$ cat src/rtl/seg7_pkg.sv
// Shared constants and BCD decode for the 7-segment scan driver.
// Segment vectors are ordered {g,f,e,d,c,b,a}; a '1' lights a segment.
package seg7_pkg;

  localparam logic [6:0] SEG_BLANK = 7'b0000000;
  localparam logic [6:0] SEG_DASH  = 7'b1000000;

  localparam logic [6:0] SEG_0 = 7'b0111111;
  localparam logic [6:0] SEG_1 = 7'b0000110;
  localparam logic [6:0] SEG_2 = 7'b1011011;
  localparam logic [6:0] SEG_3 = 7'b1001111;
  localparam logic [6:0] SEG_4 = 7'b1100110;
  localparam logic [6:0] SEG_5 = 7'b1101101;
  localparam logic [6:0] SEG_6 = 7'b1111101;
  localparam logic [6:0] SEG_7 = 7'b0000111;
  localparam logic [6:0] SEG_8 = 7'b1111111;
  localparam logic [6:0] SEG_9 = 7'b1101111;

  // Codes 10..15 are not valid BCD and are shown as a dash.
  function automatic logic [6:0] bcd_to_seg(input logic [3:0] nib);
    logic [6:0] s;
    case (nib)
      4'd0:    s = SEG_0;
      4'd1:    s = SEG_1;
      4'd2:    s = SEG_2;
      4'd3:    s = SEG_3;
      4'd4:    s = SEG_4;
      4'd5:    s = SEG_5;
      4'd6:    s = SEG_6;
      4'd7:    s = SEG_7;
      4'd8:    s = SEG_8;
      4'd9:    s = SEG_9;
      default: s = SEG_DASH;
    endcase
    return s;
  endfunction

endpackage

$ cat src/rtl/seg7_encode.sv
// Combinational decode of one digit: nibble to logical segment pattern,
// with blanking forcing all segments and the decimal point off.
module seg7_encode
  import seg7_pkg::*;
(
  input  logic [3:0] nibble,
  input  logic       blank,
  input  logic       dp_en,
  output logic [6:0] seg,
  output logic       dp
);

  // Decode the nibble unless the digit is blanked.
  always_comb begin
    seg = blank ? SEG_BLANK : bcd_to_seg(nibble);
    dp  = dp_en & ~blank;
  end

endmodule

$ cat src/rtl/seg7_scan_driver.sv
// Time-multiplexed 7-segment driver: scans NUM_DIGITS digits over shared
// segment lines, swaps in new values only at frame boundaries, and applies
// leading-zero blanking, per-digit blink and pin polarity.
module seg7_scan_driver
  import seg7_pkg::*;
#(
  parameter int NUM_DIGITS     = 3,
  parameter int SCAN_DIV       = 1000,
  parameter int BLINK_FRAMES   = 64,
  parameter bit SEG_ACTIVE_LOW = 1'b0,
  parameter bit DIG_ACTIVE_LOW = 1'b0
) (
  input  logic                    clk,
  input  logic                    rst_n,
  input  logic [4*NUM_DIGITS-1:0] digits_bcd,
  input  logic                    load,
  input  logic                    blank_lz,
  input  logic [NUM_DIGITS-1:0]   blink_en,
  input  logic [NUM_DIGITS-1:0]   dp_en,
  output logic [6:0]              seg,
  output logic                    dp,
  output logic [NUM_DIGITS-1:0]   dig_sel,
  output logic                    frame_done
);

  localparam int PW = (SCAN_DIV > 1) ? $clog2(SCAN_DIV) : 1;
  localparam int IW = (NUM_DIGITS > 1) ? $clog2(NUM_DIGITS) : 1;
  localparam int FW = (BLINK_FRAMES > 1) ? $clog2(BLINK_FRAMES) : 1;
  localparam int DW = 4 * NUM_DIGITS;

  localparam logic [PW-1:0] PRESC_LAST = PW'(SCAN_DIV - 1);
  localparam logic [IW-1:0] IDX_LAST   = IW'(NUM_DIGITS - 1);
  localparam logic [FW-1:0] FRAME_LAST = FW'(BLINK_FRAMES - 1);

  // Pin-level "off" values depend on the polarity of the board wiring.
  localparam logic [6:0]            SEG_OFF = {7{SEG_ACTIVE_LOW}};
  localparam logic                  DP_OFF  = SEG_ACTIVE_LOW;
  localparam logic [NUM_DIGITS-1:0] DIG_OFF = {NUM_DIGITS{DIG_ACTIVE_LOW}};

  logic [PW-1:0]         presc_q, presc_d;
  logic [IW-1:0]         idx_q, idx_d;
  logic [FW-1:0]         frame_q, frame_d;
  logic                  blink_phase_q, blink_phase_d;
  logic [DW-1:0]         pend_q, pend_d;
  logic [DW-1:0]         shadow_q, shadow_d;
  logic [6:0]            seg_q, seg_d;
  logic                  dp_q, dp_d;
  logic [NUM_DIGITS-1:0] dig_sel_q, dig_sel_d;
  logic                  frame_done_q, frame_done_d;

  logic                  scan_tc;
  logic                  frame_wrap;
  logic [3:0]            cur_nib;
  logic                  cur_dp_en;
  logic                  cur_blank;
  logic [NUM_DIGITS-1:0] cur_sel;
  logic [6:0]            enc_seg;
  logic                  enc_dp;

  // Scan prescaler, digit index, blink timing and the frame-synchronous
  // pending->shadow transfer (a load in the boundary cycle bypasses pending).
  always_comb begin
    presc_d       = presc_q + 1'b1;
    idx_d         = idx_q;
    frame_d       = frame_q;
    blink_phase_d = blink_phase_q;
    pend_d        = pend_q;
    shadow_d      = shadow_q;
    scan_tc       = (presc_q == PRESC_LAST);
    frame_wrap    = scan_tc && (idx_q == IDX_LAST);
    if (load) pend_d = digits_bcd;
    if (scan_tc) begin
      presc_d = '0;
      idx_d   = frame_wrap ? '0 : idx_q + 1'b1;
    end
    if (frame_wrap) begin
      shadow_d = load ? digits_bcd : pend_q;
      if (frame_q == FRAME_LAST) begin
        frame_d       = '0;
        blink_phase_d = ~blink_phase_q;
      end else begin
        frame_d = frame_q + 1'b1;
      end
    end
  end

  // Select the active digit and decide whether it is blanked; the leading-zero
  // run is accumulated from the most significant digit downwards.
  always_comb begin : digit_mux
    logic lz_run;
    logic cur_lz;
    logic cur_blink;
    lz_run    = 1'b1;
    cur_lz    = 1'b0;
    cur_blink = 1'b0;
    cur_nib   = 4'd0;
    cur_dp_en = 1'b0;
    cur_sel   = '0;
    for (int i = NUM_DIGITS - 1; i >= 0; i--) begin
      lz_run = lz_run && (shadow_q[4*i +: 4] == 4'd0);
      if (idx_q == IW'(i)) begin
        cur_nib    = shadow_q[4*i +: 4];
        cur_blink  = blink_en[i];
        cur_dp_en  = dp_en[i];
        cur_lz     = lz_run && (i != 0);
        cur_sel[i] = 1'b1;
      end
    end
    cur_blank = (cur_blink && blink_phase_q) || (blank_lz && cur_lz);
  end

  seg7_encode u_encode (
    .nibble (cur_nib),
    .blank  (cur_blank),
    .dp_en  (cur_dp_en),
    .seg    (enc_seg),
    .dp     (enc_dp)
  );

  // Apply pin polarity to the next registered output values.
  always_comb begin
    seg_d        = enc_seg ^ SEG_OFF;
    dp_d         = enc_dp ^ DP_OFF;
    dig_sel_d    = cur_sel ^ DIG_OFF;
    frame_done_d = frame_wrap;
  end

  // State and output registers; reset puts every pin in its inactive level.
  always_ff @(posedge clk or negedge rst_n) begin
    if (!rst_n) begin
      presc_q       <= '0;
      idx_q         <= '0;
      frame_q       <= '0;
      blink_phase_q <= 1'b0;
      pend_q        <= '0;
      shadow_q      <= '0;
      seg_q         <= SEG_OFF;
      dp_q          <= DP_OFF;
      dig_sel_q     <= DIG_OFF;
      frame_done_q  <= 1'b0;
    end else begin
      presc_q       <= presc_d;
      idx_q         <= idx_d;
      frame_q       <= frame_d;
      blink_phase_q <= blink_phase_d;
      pend_q        <= pend_d;
      shadow_q      <= shadow_d;
      seg_q         <= seg_d;
      dp_q          <= dp_d;
      dig_sel_q     <= dig_sel_d;
      frame_done_q  <= frame_done_d;
    end
  end

  assign seg        = seg_q;
  assign dp         = dp_q;
  assign dig_sel    = dig_sel_q;
  assign frame_done = frame_done_q;

endmodule
$ cat config.mk
export PLATFORM = sky130hd
export DESIGN_NAME = seg7_scan_driver
export DESIGN_NICKNAME = d
export VERILOG_FILES = /design/src/rtl/seg7_pkg.sv /design/src/rtl/seg7_encode.sv /design/src/rtl/seg7_scan_driver.sv
export SDC_FILE = /design/constraint.sdc
export NUM_CORES = 1
export LEC_CHECK = 0
export CAP_MARGIN = 20
export CORE_MARGIN = 5
export CORE_UTILIZATION = 45
export CTS_CLUSTER_DIAMETER = 100
export DETAILED_ROUTE_END_ITERATION = 16
export GPL_ROUTABILITY_DRIVEN = 0
export HOLD_SLACK_MARGIN = 0.08
export PLACE_DENSITY = 0.77
export SYNTH_ARGS = -nofsm -noshare
export SYNTH_HDL_FRONTEND = slang
export SYNTH_HIERARCHICAL = 1
export SYNTH_SLANG_ARGS = --single-unit
$ cat constraint.sdc
create_clock -name clk -period 3.79 [get_ports clk]
set_input_delay 0.758 -clock clk [delete_from_list [all_inputs] [get_ports clk]]
set_output_delay 0.758 -clock clk [all_outputs]
set_load 0.03 [all_outputs]
* Word level (Yosys, flattened, before mapping) *
Memories as Yosys holds them, arrays and structs flattened.
Cells that the tools add are included.

storage, ports and cells
  bits in registers = 55
  ROM bits = 112
  bits of input ports = 22
  output and inout bits = 12
  word-level logic and storage cells = 50
  memories kept = 1

memories
  memory            words  width  rd ports  clocked after Yosys merged registers in  wr ports  RTL line        RTL
  (name not given)  16     7      1         0                                        0         seg7_pkg.sv:22  case (nib)

operators by class
  add/subtract/negate cells = 3
  equality and inequality tests = 4
  mux-type cells = 20
  bitwise logic cells = 3
  reductions and logical operators = 9

operators with widths
  operator               number
  $mux 1                 12
  $mux 12                1
  $mux 4                 3
  $add 10x1->10 const B  1
  $eq 10x10->1 const B   1
  $mux 10                1
  $logic_not 4->1        2
  $mux 7                 1
  $add 6x1->6 const B    1
  $eq 6x6->1 const B     1
  $mux 6                 1
  $logic_and 1x1->1      4
  $add 2x1->2 const B    1
  $eq 2x1->1 const B     1
  $eq 2x2->1 const B     1
  $logic_not 2->1        1
  $mux 2                 1
  $not 1->1              2
  $reduce_and 2->1       1
  $and 1x1->1            1
  $logic_or 1x1->1       1

* Longest topological paths before layout *
Gate-level depths: netlist of run 1.

  depth after elaboration = 8
  mapped depth = 10
  gate-level depth less buffers = 9

* By module *
Netlist of run 1, hierarchy kept.

by module, submodules not included
  module            times used  cells an instance  area an instance (µm²)  seq. area each (µm²)
  seg7_scan_driver  1           174                2312.2                  1376.3
  seg7_encode       1           34                 221.5                   0.0

* Worst setup path before layout of run 1 *
OpenSTA, ideal clock, no wires.

  path type = register -> register
  start point = register idx_q[0]
  end point = register seg_q[5], in the netlist seg[5]
  setup time = 0.126 ns
  data arrival time = 1.834 ns
  data required time = 3.664 ns
  setup slack = 1.830 ns
  cell stages (with the launch flop) = 9
  path buffers = 1
  period minus slack after synthesis = 1.960 ns
  path through = dfrtp_1 -> buf_4 -> mux2i_1 -> o21ai_0 -> inv_1 -> ha_1 -> nor2b_1 -> o21ai_1 -> o31ai_1

on the way
  elaborated cells between the ends (all ways) = 17
  those cells by class = eq/ne (2); mux (10); reduce/logical (4); memory (1)

RTL lines
  item                    RTL line                 RTL
  from (decl)             seg7_scan_driver.sv:41   logic [IW-1:0] idx_q, idx_d;
  from (signal assigned)  seg7_scan_driver.sv:143  idx_q <= idx_d;
  $eq 2x2->1              seg7_scan_driver.sv:101  if (idx_q == IW'(i)) begin
  $mux 4 (2 in series)    seg7_scan_driver.sv:101
  $mux 4 *                seg7_scan_driver.sv:101
  named net cur_nib[1]    seg7_scan_driver.sv:53   logic [3:0] cur_nib;
  $mem_v2 16x7 *          n/a
  $mux 7 *                seg7_encode.sv:15        seg = blank ? SEG_BLANK : bcd_to_seg(nibble);
  named net enc_seg[5]    seg7_scan_driver.sv:57   logic [6:0] enc_seg;
  to (signal assigned)    seg7_scan_driver.sv:148  seg_q <= seg_d;
  to (decl)               seg7_scan_driver.sv:46   logic [6:0] seg_q, seg_d;

Mark *: on every way through the listed nets, which the timed path passes. The rest lies on a longest branch.
A chain may end at the register's enable or synchronous reset.

* Final worst setup path of run 1 *
Same ends and word-level chain as after synthesis.

==> results.json, run 1 <==
{
  "status": "finished clean",
  "place_hpwl_um": 3280,
  "fin_area_um2": 3000,
  "cts_buffer_depth": 2,
  "fmax_ghz": 0.435,
  "rows": 27,
  "htreeDepth": 2,
  "yosysWarnings": 6,
  "worstPathArrival_ps": 2460,
  "synth_cell_type_count": 45,
  "syn_area_per_cell_um2": 12.2,
  "cp_max_fo": 10,
  "io_buffers": 33,
  "grt_pass1_vias": 1600,
  "grt_usage_pct": 13.4,
  "drt-wirelength-per-cell_um": 14.1,
  "power_density_nw_per_um2": 320,
  "cp_slowest_stage_delay_ps": 630,
  "slew_violations": 0,
  "min_period_ps": 2300,
  "setup_violations": 0,
  "vias_per_cell": 5.19,
  "antenna_cells": 0,
  "nNetsFinal": 273,
  "start_kind": "flip-flop",
  "grt_max_degree": 32,
  "tns_ps": 0,
  "hp-class": "in -> async",
  "rsz0062_at_grt": "false",
  "drive_gt1_share_pct": 19.6,
  "clk_pin_slew_ps": 90,
  "synth_ff_type": "dfrtp_1",
  "syn-instance-count": 208,
  "endpoint_kind": "flip-flop",
  "hold_viol": 0,
  "root_buffer": "clkbuf_8",
  "antenna_found_initial": 0,
  "hold_buffers": 0,
  "crit_chain": "mux2i_1 -> o21ai_0 -> inv_1 -> ha_1 -> nor2b_1 -> o21ai_1 -> o31ai_1",
  "ctsResizeCount": 0,
  "netlist_area_um2": 2530,
  "r2r_cells": 7,
  "worst-setup-path-type": "reg -> reg",
  "dieArea_um2": 7230,
  "finalCritPeriodShare_pct": 60.7,
  "max_cap_viol_count": 0,
  "core_area_um2": 5470,
  "die_w_um": 85.0,
  "start_util_pct": 46.3,
  "ios": 34,
  "clock_latency_ps": 300,
  "postCtsSetupBuffers": 0,
  "clock_sinks": 55,
  "cts_tree": "built",
  "async_flop_share_pct": 100,
  "route.antenna.remaining_nets": 0,
  "grt_pass1_wl_um": 7700,
  "worst_pin_slew_ps": 779,
  "syn_nets": 237,
  "dr.pass1.iters": 4,
  "maxSlewHeadroom_pct": 47.6,
  "p_leak_uw": 0.00128,
  "placed_area_um2": 2920,
  "vias": 1644,
  "drc": 0,
  "hold-worst-slack_ps": 481,
  "numCtsBuffers": 5,
  "drtIter0Drc": 48,
  "ys_seq_area_share_pct": 54.3,
  "cp.required_ps": 3950,
  "crit_slowest_cell": "o21ai_0",
  "synth_edf_count": 0,
  "gr-total-overflow": 0,
  "syn2layout_area_growth_pct": 18.5,
  "drt_wl_total_um": 4490,
  "die_h_um": 85.0,
  "ys_ff_latch": 55,
  "vdd_drop_max_uv": 144,
  "finalClockSkew_ps": 5.14
}
[Yosys cell counts (2+ instances only)]
library cell / instances / share of area (%)
dfrtp_1: 55 / 54
mux2_2: 27 / 12
nand2_1: 15 / 2.2
nand3_1: 10 / 2.0
nor2_1: 10 / 1.5
o21ai_0: 9 / 1.8
mux2i_1: 8 / 3.2
ha_1: 7 / 3.5
inv_1: 7 / 1.0
a21oi_1: 6 / 1.2
nor2b_1: 4 / 0.99
and3_1: 3 / 0.74
nand4_1: 3 / 0.74
o21ai_1: 3 / 0.59
xnor2_1: 3 / 1.0
xor2_1: 3 / 1.0
a21boi_1: 2 / 0.59
buf_6: 2 / 0.89
nor3_1: 2 / 0.40
nor4_1: 2 / 0.49
o211ai_1: 2 / 0.59
o31ai_1: 2 / 0.59
[per-layer routing]
metal	GRT usage, %	up-vias	share of wire, %
li1	-	803	-
met1	18.4	792	48
met2	20.1	44	45
met3	4.17	5	6.4
met4	4.89	0	1.3
met5	0	-	0
[sequential cells by signal, summed over array words and instances (netlist names)]
name / count
idx_q: 2
shadow_q: 12
frame_done: 1
pend_q: 12
seg: 7
blink_phase_q: 1
dig_sel: 3
frame_q: 6
dp: 1
presc_q: 10
[metrics by stage]
step | util, % | std cells | setup WS (ps) | total power, µW
after floorplan | - | 208 | 1830 | 633
after global placement | 53.4 | 309 | 1360 | 671
after detailed placement | 53.4 | 309 | 1340 | 673
after CTS | 54.8 | 317 | 1460 | 975
after global routing | 54.8 | 317 | 1250 | 1000
final | 54.8 | 317 | 1490 | 961
[path summary, 6_finish.rpt]
check,startpoint,to,slack (ps)
worst max-delay path,idx_q[0],seg[5],1490
worst min-delay path,rst_n,presc_q[7],480
worst max register to register,idx_q[0],seg[5],1490
worst min register to register,presc_q[0],presc_q[0],480
max in group asynchronous,rst_n,shadow_q[8],2540
min in group clk,presc_q[0],presc_q[0],480
[worst max-delay path, delay by kind of cell (launching register included)]
kind | cells | cell delay [ps]
muxes | 1 | 130
buffers and inverters | 1 | 180
AOI/OAI and AO/OA | 3 | 860
adders and majority gates | 1 | 240
and+or+nand+nor | 1 | 130
DFF | 1 | 610
[final cells by class]
class                           count  area (µm²)
Clock inverter                      1        5.00
Timing Repair Buffer               35         340
Tap cell                           72        90.1
Sequential cell                    55        1380
Multi-Input combinational cell    138        1080
Clock buffer                        7        76.3
Inverter                            9        33.8
Fill cell                         474        2470
[logic make-up after synthesis]
| family | count (synthesis) | synth area share (%) |
|---|---|---|
| xor gates and xnor gates | 7 | 2.72 |
| adders and majority gates | 7 | 3.46 |
| DFF | 55 | 54.3 |
| muxes | 35 | 15.2 |
| AOI/OAI and AO/OA | 29 | 6.91 |
| buffers and inverters | 15 | 3.06 |
| and+or+nand+nor | 60 | 14.4 |
[power breakdown]
part,total [µW],internal (µW),switching (µW)
Clock,301,130,171
Sequential,603,599,3.58
Combinational,56.7,32.4,24.4
[cells in the final DEF, fill, tap and decap left out, types with 2 or more instances in the layout]
master           count
nand4_1              3
xor2_1               3
nor4_1               2
nor2b_1              4
buf_4                2
a21boi_1             2
ha_1                 7
clkdlybuf4s50_1     32
nor3_1               2
o21ai_1              3
dfrtp_1             55
a21oi_1              6
mux2i_1              8
xnor2_1              3
o31ai_1              2
nand3_1             10
nor2_1              10
o211ai_1             2
o21ai_0              9
and3_1               3
clkbuf_8             5
clkbuf_1             2
inv_1                7
nand2_1             15
mux2_2              27
Note: power is estimated with default switching activity, not from simulation.
==> inputs of run 2 (changes only) <==
- clock period: 3.79 -> 2.4 ns (I/O delays scaled with it)
==> results.json, run 2 (synthesis gave the netlist of run 1 again) <==
{
  "vias": 1631,
  "ios": 34,
  "postCtsSetupBuffers": 0,
  "pwr-share-seq_pct": 56.9,
  "placed_area_um2": 2960,
  "layout_commonest_cell": "dfrtp_1",
  "dieArea_um2": 7230,
  "die_h_um": 85.0,
  "final-instance-count-excl-fill": 321,
  "syn2layout_area_growth_pct": 21.6,
  "drt_wl_total_um": 4490,
  "grt_max_degree": 35,
  "p_total_uw": 1670,
  "start_kind": "flip-flop",
  "place_hpwl_um": 3320,
  "clk_pin_slew_ps": 90,
  "hold_buffers": 0,
  "start_util_pct": 46.3,
  "crit_slowest_cell": "dfrtp_1",
  "clock_latency_ps": 310,
  "drc": 0,
  "antenna_cells": 0,
  "num-fill-cells": 494,
  "drt-wirelength-per-cell_um": 14.0,
  "max_cap_viol_count": 0,
  "layout_common_cells": "dfrtp_1, clkdlybuf4s50_1, mux2_2",
  "vdd_drop_max_uv": 291,
  "die_w_um": 85.0,
  "sw_frac_of_total_pct": 20.0,
  "io_buffers": 33,
  "power_switching_uw": 334,
  "pwr-share-clk_pct": 37.4,
  "cp_max_fo": 8,
  "slew_violations": 0,
  "hold_viol": 0,
  "gr-total-overflow": 0,
  "route.antenna.remaining_nets": 0,
  "reg_top3": "pend_q x12, shadow_q x12, presc_q x10",
  "vias_per_cell": 5.08,
  "finalCritPeriodShare_pct": 83.2,
  "grt_usage_pct": 13.5,
  "rsz0062_at_grt": "false",
  "p_comb_share_pct": 5.6,
  "root_buffer": "clkbuf_8",
  "intPower_uw": 1340,
  "worst-setup-path-type": "reg -> reg",
  "endpoint_kind": "flip-flop",
  "drive_gt1_share_pct": 21.7,
  "drtIter0Drc": 42,
  "worstPathArrival_ps": 2180,
  "fin_area_um2": 3080,
  "grt_pass1_wl_um": 7740,
  "cts_buffer_depth": 2,
  "dr.pass1.iters": 4,
  "cts_tree": "built",
  "nNetsFinal": 277,
  "min_period_ps": 2000,
  "worst_pin_slew_ps": 685,
  "htreeDepth": 2,
  "cp.required_ps": 2580,
  "final_util_pct": 56.3,
  "power_density_nw_per_um2": 543,
  "crit_chain": "nand2b_4 -> clkinv_1 -> nand2_1 -> o21ai_0 -> buf_4 -> inv_1 -> ha_1 -> nor2_1 -> o21ai_1 -> o31ai_1",
  "setup_violations": 0,
  "maxSlewHeadroom_pct": 53.9,
  "numCtsBuffers": 5,
  "fmax_ghz": 0.501,
  "tns_ps": 0,
  "clock_sinks": 55,
  "grt_pass1_vias": 1633,
  "rows": 27,
  "core_area_um2": 5470,
  "rrSetupSlack_ps": 400,
  "dp_cells": 313,
  "hp-class": "in -> async",
  "ctsResizeCount": 0,
  "cp_slowest_stage_delay_ps": 520,
  "status": "finished clean",
  "finalClockSkew_ps": 10.7,
  "p_leak_uw": 0.00133,
  "antenna_found_initial": 0
}
-- run 2: layout make-up --
type | count | area, µm² | share of cell area (%)
clock buffer | 6 | 82.6 | 2.68
sequential | 55 | 1380 | 44.7
clock inverter | 2 | 35.0 | 1.14
tap | 72 | 90.1 | 2.92
timing repair buffer | 39 | 383 | 12.4
multi-input combinational | 138 | 1080 | 35.1
inverter | 9 | 33.8 | 1.10
-- run 2: final timing paths --
path | cells after the start | end | start
worst max-delay path | 10 | seg[0] | idx_q[0]
worst min-delay path | 1 | presc_q[6] | rst_n
worst max register to register | 10 | seg[0] | idx_q[0]
worst min register to register | 1 | presc_q[0] | presc_q[0]
max in group asynchronous | 2 | idx_q[0] | rst_n
min in group clk | 1 | presc_q[0] | presc_q[0]
-- run 2: layer usage --
| metal | share of wire (%) | global-route usage (%) | up-vias |
|---|---|---|---|
| met1 | 48 | 17.8 | 785 |
| met3 | 5.5 | 3.69 | 6 |
| li1 | - | - | 808 |
| met2 | 45 | 21.1 | 32 |
| met5 | 0 | 0 | - |
| met4 | 1.7 | 5.18 | 0 |
-- run 2: metrics by stage --
step	hold WS (ps)	setup slack, ps
4_1_cts	134	388
5_1_grt	156	159
3_5_place_dp	473	421
6_report	123	403
2_1_floorplan	184	440
3_3_place_gp	466	492
-- run 2: worst max-delay path: cells and delay by family, from the launching register on --
family | cells | cell delay (ps)
flip-flops | 1 | 520
buffers and inverters | 3 | 480
AO/OA/AOI/OAI | 3 | 350
adder cells (fa/ha/maj) | 1 | 150
AND/OR/NAND/NOR | 3 | 380
-- run 2: power groups by stage --
| stage | registers [µW] | clock network (µW) | logic, µW |
|---|---|---|---|
| floorplan | 970 | 0 | 29.3 |
| global placement | 970 | 0 | 93.3 |
| detailed placement | 971 | 0 | 96.6 |
| CTS | 953 | 641 | 96.9 |
| global route | 954 | 686 | 106 |
| finish | 952 | 626 | 94.3 |
